--- config.mk ---
export PLATFORM = sky130hd
export DESIGN_NAME = dmem_arbiter
export DESIGN_NICKNAME = d
export VERILOG_FILES = /design/src/rtl/dmem_arbiter.sv
export SDC_FILE = /design/constraint.sdc
export NUM_CORES = 1
export LEC_CHECK = 0
export ABC_AREA = 1
export ABC_CLOCK_PERIOD_IN_PS = 2800
export BUFFER_PORTS_ARGS = -buffer_cell sky130_fd_sc_hd__buf_2
export CAP_MARGIN = 25
export CORE_AREA = 5 5 116 118
export CTS_BUF_LIST = sky130_fd_sc_hd__clkbuf_8
export CTS_CLUSTER_DIAMETER = 30
export DETAILED_ROUTE_END_ITERATION = 6
export DIE_AREA = 0 0 121 123
export RECOVER_POWER = 25
export SYNTH_ARGS = -nofsm -noshare
export SYNTH_HDL_FRONTEND = slang
export SYNTH_SLANG_ARGS = --single-unit
--- constraint.sdc ---
create_clock -name clk -period 2.8 [get_ports clk]
set_clock_uncertainty 0.2 [all_clocks]
set_input_delay 0.56 -clock clk [delete_from_list [all_inputs] [get_ports clk]]
set_output_delay 0.56 -clock clk [all_outputs]
set_load 0.1 [all_outputs]
--- src/rtl/dmem_arbiter.sv ---
// Data-memory port arbiter: the pipeline MEM stage has priority, and a
// loader/debug master is served through a valid/ready channel with starvation relief.
module dmem_arbiter #(
    parameter int STARVE_LIMIT = 4,
    parameter int CNT_W        = 3
) (
    input  logic        clk,
    input  logic        reset,
    input  logic        p0_req,
    input  logic        p0_wEn,
    input  logic [31:0] p0_addr,
    input  logic [1:0]  p0_size,
    input  logic        p0_sign,
    input  logic [31:0] p0_wdata,
    output logic        p0_stall,
    output logic [31:0] p0_rdata,
    input  logic        p1_valid,
    output logic        p1_ready,
    input  logic        p1_wEn,
    input  logic [31:0] p1_addr,
    input  logic [1:0]  p1_size,
    input  logic        p1_sign,
    input  logic [31:0] p1_wdata,
    output logic        p1_rsp_valid,
    output logic [31:0] p1_rsp_data,
    input  logic        p1_rsp_ready,
    output logic [31:0] mem_Addr,
    output logic [1:0]  mem_Size,
    output logic        mem_sign,
    output logic [31:0] mem_DataIn,
    output logic        mem_WEN,
    input  logic [31:0] mem_DataOut
);

    localparam logic [0:0] IDLE = 1'b0;
    localparam logic [0:0] RSP  = 1'b1;

    localparam logic [CNT_W-1:0] LIMIT = CNT_W'(STARVE_LIMIT);

    logic [0:0]       state;
    logic [CNT_W-1:0] starve_cnt;
    logic             slot_free;
    logic             at_limit;
    logic             grant1;

    assign slot_free = (state == IDLE) | p1_rsp_ready;
    assign at_limit  = (starve_cnt == LIMIT);
    assign grant1    = ~reset & p1_valid & slot_free & (~p0_req | at_limit);

    assign p1_ready  = grant1;
    assign p0_stall  = p0_req & (grant1 | reset);
    assign p0_rdata  = mem_DataOut;

    // Steer the single DMEM port to the granted requester; idle bus drives zeros.
    always_comb begin
        mem_Addr   = '0;
        mem_Size   = '0;
        mem_sign   = 1'b0;
        mem_DataIn = '0;
        mem_WEN    = 1'b0;
        if (grant1) begin
            mem_Addr   = p1_addr;
            mem_Size   = p1_size;
            mem_sign   = p1_sign;
            mem_DataIn = p1_wdata;
            mem_WEN    = p1_wEn;
        end else if (p0_req) begin
            mem_Addr   = p0_addr;
            mem_Size   = p0_size;
            mem_sign   = p0_sign;
            mem_DataIn = p0_wdata;
            mem_WEN    = p0_wEn & ~reset;
        end
    end

    // Port 1 response register: load on grant, clear on consume, else hold.
    always_ff @(posedge clk) begin
        if (reset) begin
            state        <= IDLE;
            p1_rsp_valid <= 1'b0;
            p1_rsp_data  <= '0;
        end else if (grant1) begin
            state        <= RSP;
            p1_rsp_valid <= 1'b1;
            p1_rsp_data  <= p1_wEn ? 32'd0 : mem_DataOut;
        end else if (p1_rsp_valid & p1_rsp_ready) begin
            state        <= IDLE;
            p1_rsp_valid <= 1'b0;
        end
    end

    // Count cycles port 1 loses to port 0; saturate at the limit to force a grant.
    always_ff @(posedge clk) begin
        if (reset) begin
            starve_cnt <= '0;
        end else if (grant1) begin
            starve_cnt <= '0;
        end else if (p1_valid & slot_free & p0_req) begin
            if (!at_limit)
                starve_cnt <= starve_cnt + 1'b1;
        end else if (!p1_valid) begin
            starve_cnt <= '0;
        end
    end

endmodule

Word level (Yosys, flattened, before mapping):

Index checks and enable logic that the tools add are counted.

* memories kept: 0
* bits in writable memories: 0
* logic and storage cells: 40
* bits of input ports: 173
* output and inout bits: 135
* bits in registers: 36
* ROM bits: 0
* bits in latches: 0

* reductions and logical operators: 3
* equality and inequality tests: 3
* div/mod/pow operators: 0
* shifts and indexed selects: 0
* order comparisons: 0
* add/subtract/negate cells: 1
* multiplexer cells: 16
* $mul: 0
* bitwise gates (word level): 14

Operators with widths (count)
* 32-bit two-way mux: 5
* 3-bit two-way mux: 3
* 1-bit AND: 8
* 1-bit two-way mux: 6
* 2-bit two-way mux: 2
* 3-bit by 1-bit adder with 3-bit output (second input constant): 1
* 3-bit == test (second input constant): 1
* 1-bit NOT: 3
* 1-bit bitwise OR: 3
* 2-bit by 1-bit inequality test with 1-bit output (second input constant): 1
* 2-bit inequality test (second input constant): 1
* 2-bit AND reduction: 1
* 2-bit nonzero test: 1
* 2-bit OR reduction: 1

Logic depth before layout (Yosys ltp):

* depth after elaboration: 6
* mapped depth: 10
* gate-level depth less buffers: 9

Least setup slack after synthesis:

OpenSTA, ideal clock, no wires.

* kind: register -> output
* from: register state
* to: output mem_WEN
* path slack: -0.925 ns
* path buffers: 0
* data arrival time: 2.965 ns
* stages on the path, launching flop included: 5
* required time: 2.040 ns
* path through: dfxtp_1 nand2_2 nand3_2 nand2_2 o22ai_1

* cells in the longest elaborated chain, start to end: 5

Ends and longest elaborated chain
* from (decl): line 40 `logic [0:0] state;`
* from (signal assigned): line 79 `state <= IDLE;`
* from (signal assigned): line 83 `state <= RSP;`
* from (signal assigned): line 87 `state <= IDLE;`
* 1-bit NOT: line 46 `assign slot_free = (state == IDLE) | p1_rsp_ready;`
* 1-bit bitwise OR: line 46
* 1-bit AND (2 in series): line 48 `assign grant1 = ~reset & p1_valid & slot_free & (~p0_req | at_limit);`
* 1-bit two-way mux: line 61 `if (grant1) begin`
* to (decl): line 31 `output logic mem_WEN,`

Every way passes these cells.

Worst setup path after layout:

* from: register starve_cnt[0]
* to: output mem_DataIn[3]

* cells in the longest elaborated chain, start to end: 4

Ends and longest elaborated chain
* from (decl): line 41 `logic [CNT_W-1:0] starve_cnt;`
* from (signal assigned): line 100 `starve_cnt <= starve_cnt + 1'b1;`
* 3-bit == test: line 47 `assign at_limit = (starve_cnt == LIMIT);`
* 1-bit bitwise OR: line 48
* 1-bit AND: line 48
* 32-bit two-way mux: line 61
* to (decl): line 30 `output logic [31:0] mem_DataIn,`

Every way passes these cells.

==> report_table.html <==
<table>
<tr><th>Metric</th><th>Value</th></tr>
<tr><th colspan="2">Global route</th></tr>
<tr><td>Number of global-route vias before repair</td><td>3433</td></tr>
<tr><td>Wire length of the first global-routing pass</td><td>18.9 mm</td></tr>
<tr><td>Number of antenna violations at the first check in global routing</td><td>2</td></tr>
<tr><td>GRT Util Overall</td><td>0.161</td></tr>
<tr><td>Maximum number of pins on one net before global-route repair</td><td>74</td></tr>
<tr><td>Total congestion overflow after global routing</td><td>0</td></tr>
<tr><th colspan="2">STA</th></tr>
<tr><td>Final hold slack</td><td>0.243 ns</td></tr>
<tr><td>Minimum clock period after layout</td><td>2.67 ns</td></tr>
<tr><td>Final Hold Viols</td><td>0</td></tr>
<tr><td>Max Slew Vio Count</td><td>0</td></tr>
<tr><td>Worst-Margin Slew</td><td>0.584 ns</td></tr>
<tr><td>Setup repair after global routing missed its margin</td><td>yes</td></tr>
<tr><td>Max-Slew Margin vs Limit</td><td>0.609</td></tr>
<tr><td>Fin crit share</td><td>0.954</td></tr>
<tr><td>Setup Total Neg Slack</td><td>0 ns</td></tr>
<tr><td>Final number of setup-violating endpoints</td><td>0</td></tr>
<tr><td>Worst path setup slack after routing</td><td>0.128 ns</td></tr>
<tr><td>Max Clock Freq</td><td>0.374 GHz</td></tr>
<tr><th colspan="2">Min path</th></tr>
<tr><td>HP Class</td><td>register to register</td></tr>
<tr><th colspan="2">Die</th></tr>
<tr><td>DIE WIDTH</td><td>121 um</td></tr>
<tr><td>Num ports</td><td>308</td></tr>
<tr><td>Area of the core region</td><td>12400 um^2</td></tr>
<tr><td>Initial core utilization</td><td>0.212</td></tr>
<tr><td>Rows</td><td>41</td></tr>
<tr><td>Die ar.</td><td>14900 um^2</td></tr>
<tr><td>Die height</td><td>123 um</td></tr>
<tr><th colspan="2">Setup path</th></tr>
<tr><td>Buffering stage count on the worst path with inverters included</td><td>4</td></tr>
<tr><td>CP required</td><td>2.04 ns</td></tr>
<tr><td>Largest delay contributor family on the critical path</td><td>buffers and inverters</td></tr>
<tr><td>Crit path max-delay cell type</td><td>sky130_fd_sc_hd__dfxtp_1</td></tr>
<tr><td>Cell chain of the critical path</td><td>inv_1 -&gt; ha_1 -&gt; nand2_1 -&gt; nand2_2 -&gt; nand3_4 -&gt; inv_8 -&gt; clkbuf_16 -&gt; nand2_2 -&gt; nand2_1 -&gt; buf_12</td></tr>
<tr><td>Kind of critical path</td><td>register to output pin</td></tr>
<tr><td>Worst setup EP type</td><td>output pin</td></tr>
<tr><td>Category of the worst setup path launch point</td><td>register</td></tr>
<tr><td>Arrival time of the worst setup path</td><td>1.91 ns</td></tr>
<tr><td>Maximum fanout along the worst path</td><td>16</td></tr>
<tr><td>Peak per-stage delay on the critical path</td><td>0.33 ns</td></tr>
<tr><th colspan="2">Routing</th></tr>
<tr><td>Number of nets still failing antenna checks after routing</td><td>0</td></tr>
<tr><td>Number of DRC markers in iteration 0</td><td>166</td></tr>
<tr><td>Number of vias per cell after detailed routing</td><td>4.24</td></tr>
<tr><td>Post-route DRC violation count</td><td>0</td></tr>
<tr><td>Drt wl/cell</td><td>15.9 um</td></tr>
<tr><td>Total wire length</td><td>13.9 mm</td></tr>
<tr><td>Vias after detailed routing</td><td>3708</td></tr>
<tr><td>Detailed-router iteration count before antenna repair</td><td>4</td></tr>
<tr><th colspan="2">Power</th></tr>
<tr><td>Power dissipated by switching net loads</td><td>1.32 mW</td></tr>
<tr><td>Fraction of power consumed by the clock network</td><td>0.179</td></tr>
<tr><td>Leakage Power</td><td>2.99 nW</td></tr>
<tr><td>Power density normalized to cell area</td><td>479 nW/um^2</td></tr>
<tr><td>Internal power consumption</td><td>1.26 mW</td></tr>
<tr><td>Relative contribution of sequential cells to total power</td><td>0.209</td></tr>
<tr><td>Combinational power share</td><td>0.611</td></tr>
<tr><td>Sw frac</td><td>0.513</td></tr>
<tr><td>Worst-case vdd ir drop</td><td>0.398 mV</td></tr>
<tr><th colspan="2">Synthesis</th></tr>
<tr><td>Synthesized net count</td><td>611</td></tr>
<tr><td>Netlist area before placement</td><td>2620 um^2</td></tr>
<tr><td>#FFs+latches synth</td><td>36</td></tr>
<tr><td>Share of the yosys chip area belonging to registers</td><td>0.275</td></tr>
<tr><td>Mean Syn Cell Area</td><td>6.01 um^2</td></tr>
<tr><td>Number of library cell types mapped by synthesis</td><td>21</td></tr>
<tr><td>Cells after synthesis</td><td>436</td></tr>
<tr><td>Count of synthesis-stage warnings from yosys</td><td>0</td></tr>
<tr><th colspan="2">Final layout</th></tr>
<tr><td>Multi-input gate area in the final layout</td><td>1480 um^2</td></tr>
<tr><td>Most common cell after layout, fill and taps aside</td><td>sky130_fd_sc_hd__buf_2</td></tr>
<tr><td>Fraction of layout instances using a drive strength above 1</td><td>0.523</td></tr>
<tr><td>Nets@finish</td><td>876</td></tr>
<tr><td>FF+latch area</td><td>722 um^2</td></tr>
<tr><td>Top library cells by usage in the layout, fill and taps aside</td><td>238 x sky130_fd_sc_hd__buf_2, 205 x sky130_fd_sc_hd__nand2_1, 73 x sky130_fd_sc_hd__buf_12, 69 x sky130_fd_sc_hd__nand3_1, 35 x sky130_fd_sc_hd__dfxtp_1</td></tr>
<tr><td>Final antenna diode count</td><td>0</td></tr>
<tr><td>Final non-filler cell total</td><td>874</td></tr>
<tr><td>Syn-to-layout area delta</td><td>105%</td></tr>
<tr><td>Final-layout fill cell count</td><td>1273</td></tr>
<tr><th colspan="2">Clocking</th></tr>
<tr><td>H-Tree Depth</td><td>2</td></tr>
<tr><td>Post-CTS clock slew at the launch and capture registers of the worst setup and hold paths</td><td>0.08 ns</td></tr>
<tr><td>TritonCTS buffer count</td><td>5</td></tr>
<tr><td>Clk_lat worst skew</td><td>0.29 ns</td></tr>
<tr><td>Clock buffer depth</td><td>2</td></tr>
<tr><td>Number of sinks handled by clock tree synthesis</td><td>36</td></tr>
<tr><td>Total of hold buffers inserted after clock tree synthesis</td><td>0</td></tr>
<tr><td>CTS Root Buffer Type</td><td>sky130_fd_sc_hd__clkbuf_8</td></tr>
<tr><td>Number of buffers added for setup after CTS</td><td>0</td></tr>
<tr><td>CTS tree</td><td>built</td></tr>
<tr><th colspan="2">Placement</th></tr>
<tr><td>Routability-driven placement congestion ratio</td><td>0.794</td></tr>
<tr><td>Detailed Place HPWL</td><td>11.0 mm</td></tr>
<tr><td>IO Port Bufs</td><td>307</td></tr>
<tr><td>Cells after DPL</td><td>861</td></tr>
<tr><td>Worst setup slack after placement</td><td>0.136 ns</td></tr>
<tr><th colspan="2">Flow run</th></tr>
<tr><td>Max-capacitance violation count</td><td>0</td></tr>
<tr><th colspan="2">Status</th></tr>
<tr><td>Result of the run</td><td>completed</td></tr>
</table>
==> power groups by stage <==
stage / sequential, mW / clock, mW / combinational [mW]
finish: 0.540 / 0.463 / 1.58
floorplan: 0.677 / 0 / 0.925
CTS: 0.540 / 0.486 / 1.57
detailed placement: 0.552 / 0 / 1.56
global placement: 0.551 / 0 / 1.55
global route: 0.542 / 0.506 / 1.63
==> layer usage <==
| layer | wire (um) | vias to the layer above | track usage |
|---|---|---|---|
| li1 | - | 1871 | - |
| met1 | 5410 | 1628 | 0.194 |
| met2 | 7110 | 189 | 0.296 |
| met3 | 1160 | 16 | 0.0361 |
| met4 | 153 | 4 | 0.0319 |
| met5 | 21 | - | 0 |
==> flip-flops by register name (all words and copies together), names as in the netlist <==
| register | count |
|---|---|
| state | 1 |
| starve_cnt | 3 |
| p1_rsp_data | 32 |
==> synth_stat cells (all sizes together) <==
cell type	instances	area [um^2]
nor2	7	36.3
dfxtp	36	721
o22ai	1	6.26
ha	2	25.0
nand4	3	18.8
a22oi	5	47.5
nand3	71	365
nand2	234	908
buf	60	425
inv	15	56.3
a21oi	2	10.0
==> logic make-up (layout without fill, tap and decap cells) <==
group                      count (synthesis)  in the layout  synth area share
adders and majority gates                  2              2           0.00955
AOI/OAI and AO/OA                          8              8            0.0244
and+or+nand+nor                          315            315             0.507
DFF                                       36             36             0.275
buffers and inverters                     75            341             0.184
==> worst min-delay path: cells and delay by family, from the launching register on <==
kind             cells  cell delay [ns]
DFF                  1             0.32
and+or+nand+nor      2             0.09
==> area by class of cell <==
| class | instances | area share |
|---|---|---|
| Multi-Input combinational cell | 325 | 0.274 |
| Tap cell | 172 | 0.0400 |
| Sequential cell | 36 | 0.134 |
| Clock buffer | 5 | 0.0128 |
| Inverter | 15 | 0.0119 |
| Clock inverter | 3 | 0.00790 |
| Timing Repair Buffer | 318 | 0.519 |
==> path summary, 6_finish.rpt <==
path | start | to | slack [ns] | cells past startpoint
worst max-delay path | starve_cnt[0] | mem_DataIn[3] | 0.13 | 10
worst min-delay path | p1_rsp_data[29] | p1_rsp_data[29] | 0.24 | 2
worst max register to register | starve_cnt[0] | p1_rsp_data[21] | 0.99 | 8
worst min register to register | p1_rsp_data[29] | p1_rsp_data[29] | 0.24 | 2
==> per-stage QoR <==
| stage | power, mW | util | area [um^2] |
|---|---|---|---|
| 6_report | 2.58 | 0.435 | 5380 |
| 5_1_grt | 2.68 | 0.435 | 5380 |
| 4_1_cts | 2.59 | 0.424 | 5240 |
| 3_5_place_dp | 2.11 | 0.412 | 5100 |
| 3_3_place_gp | 2.10 | 0.412 | 5100 |
| 2_1_floorplan | 1.60 | - | 2650 |
==> timing repair <==
item	4_1_cts	5_1_grt
pin swaps	0	1
endpoints found under the setup margin	1	46
gates cloned	1	4
endpoints found under the hold margin	0	0
resized for setup	0	16
(Power assumes the default switching activity.)
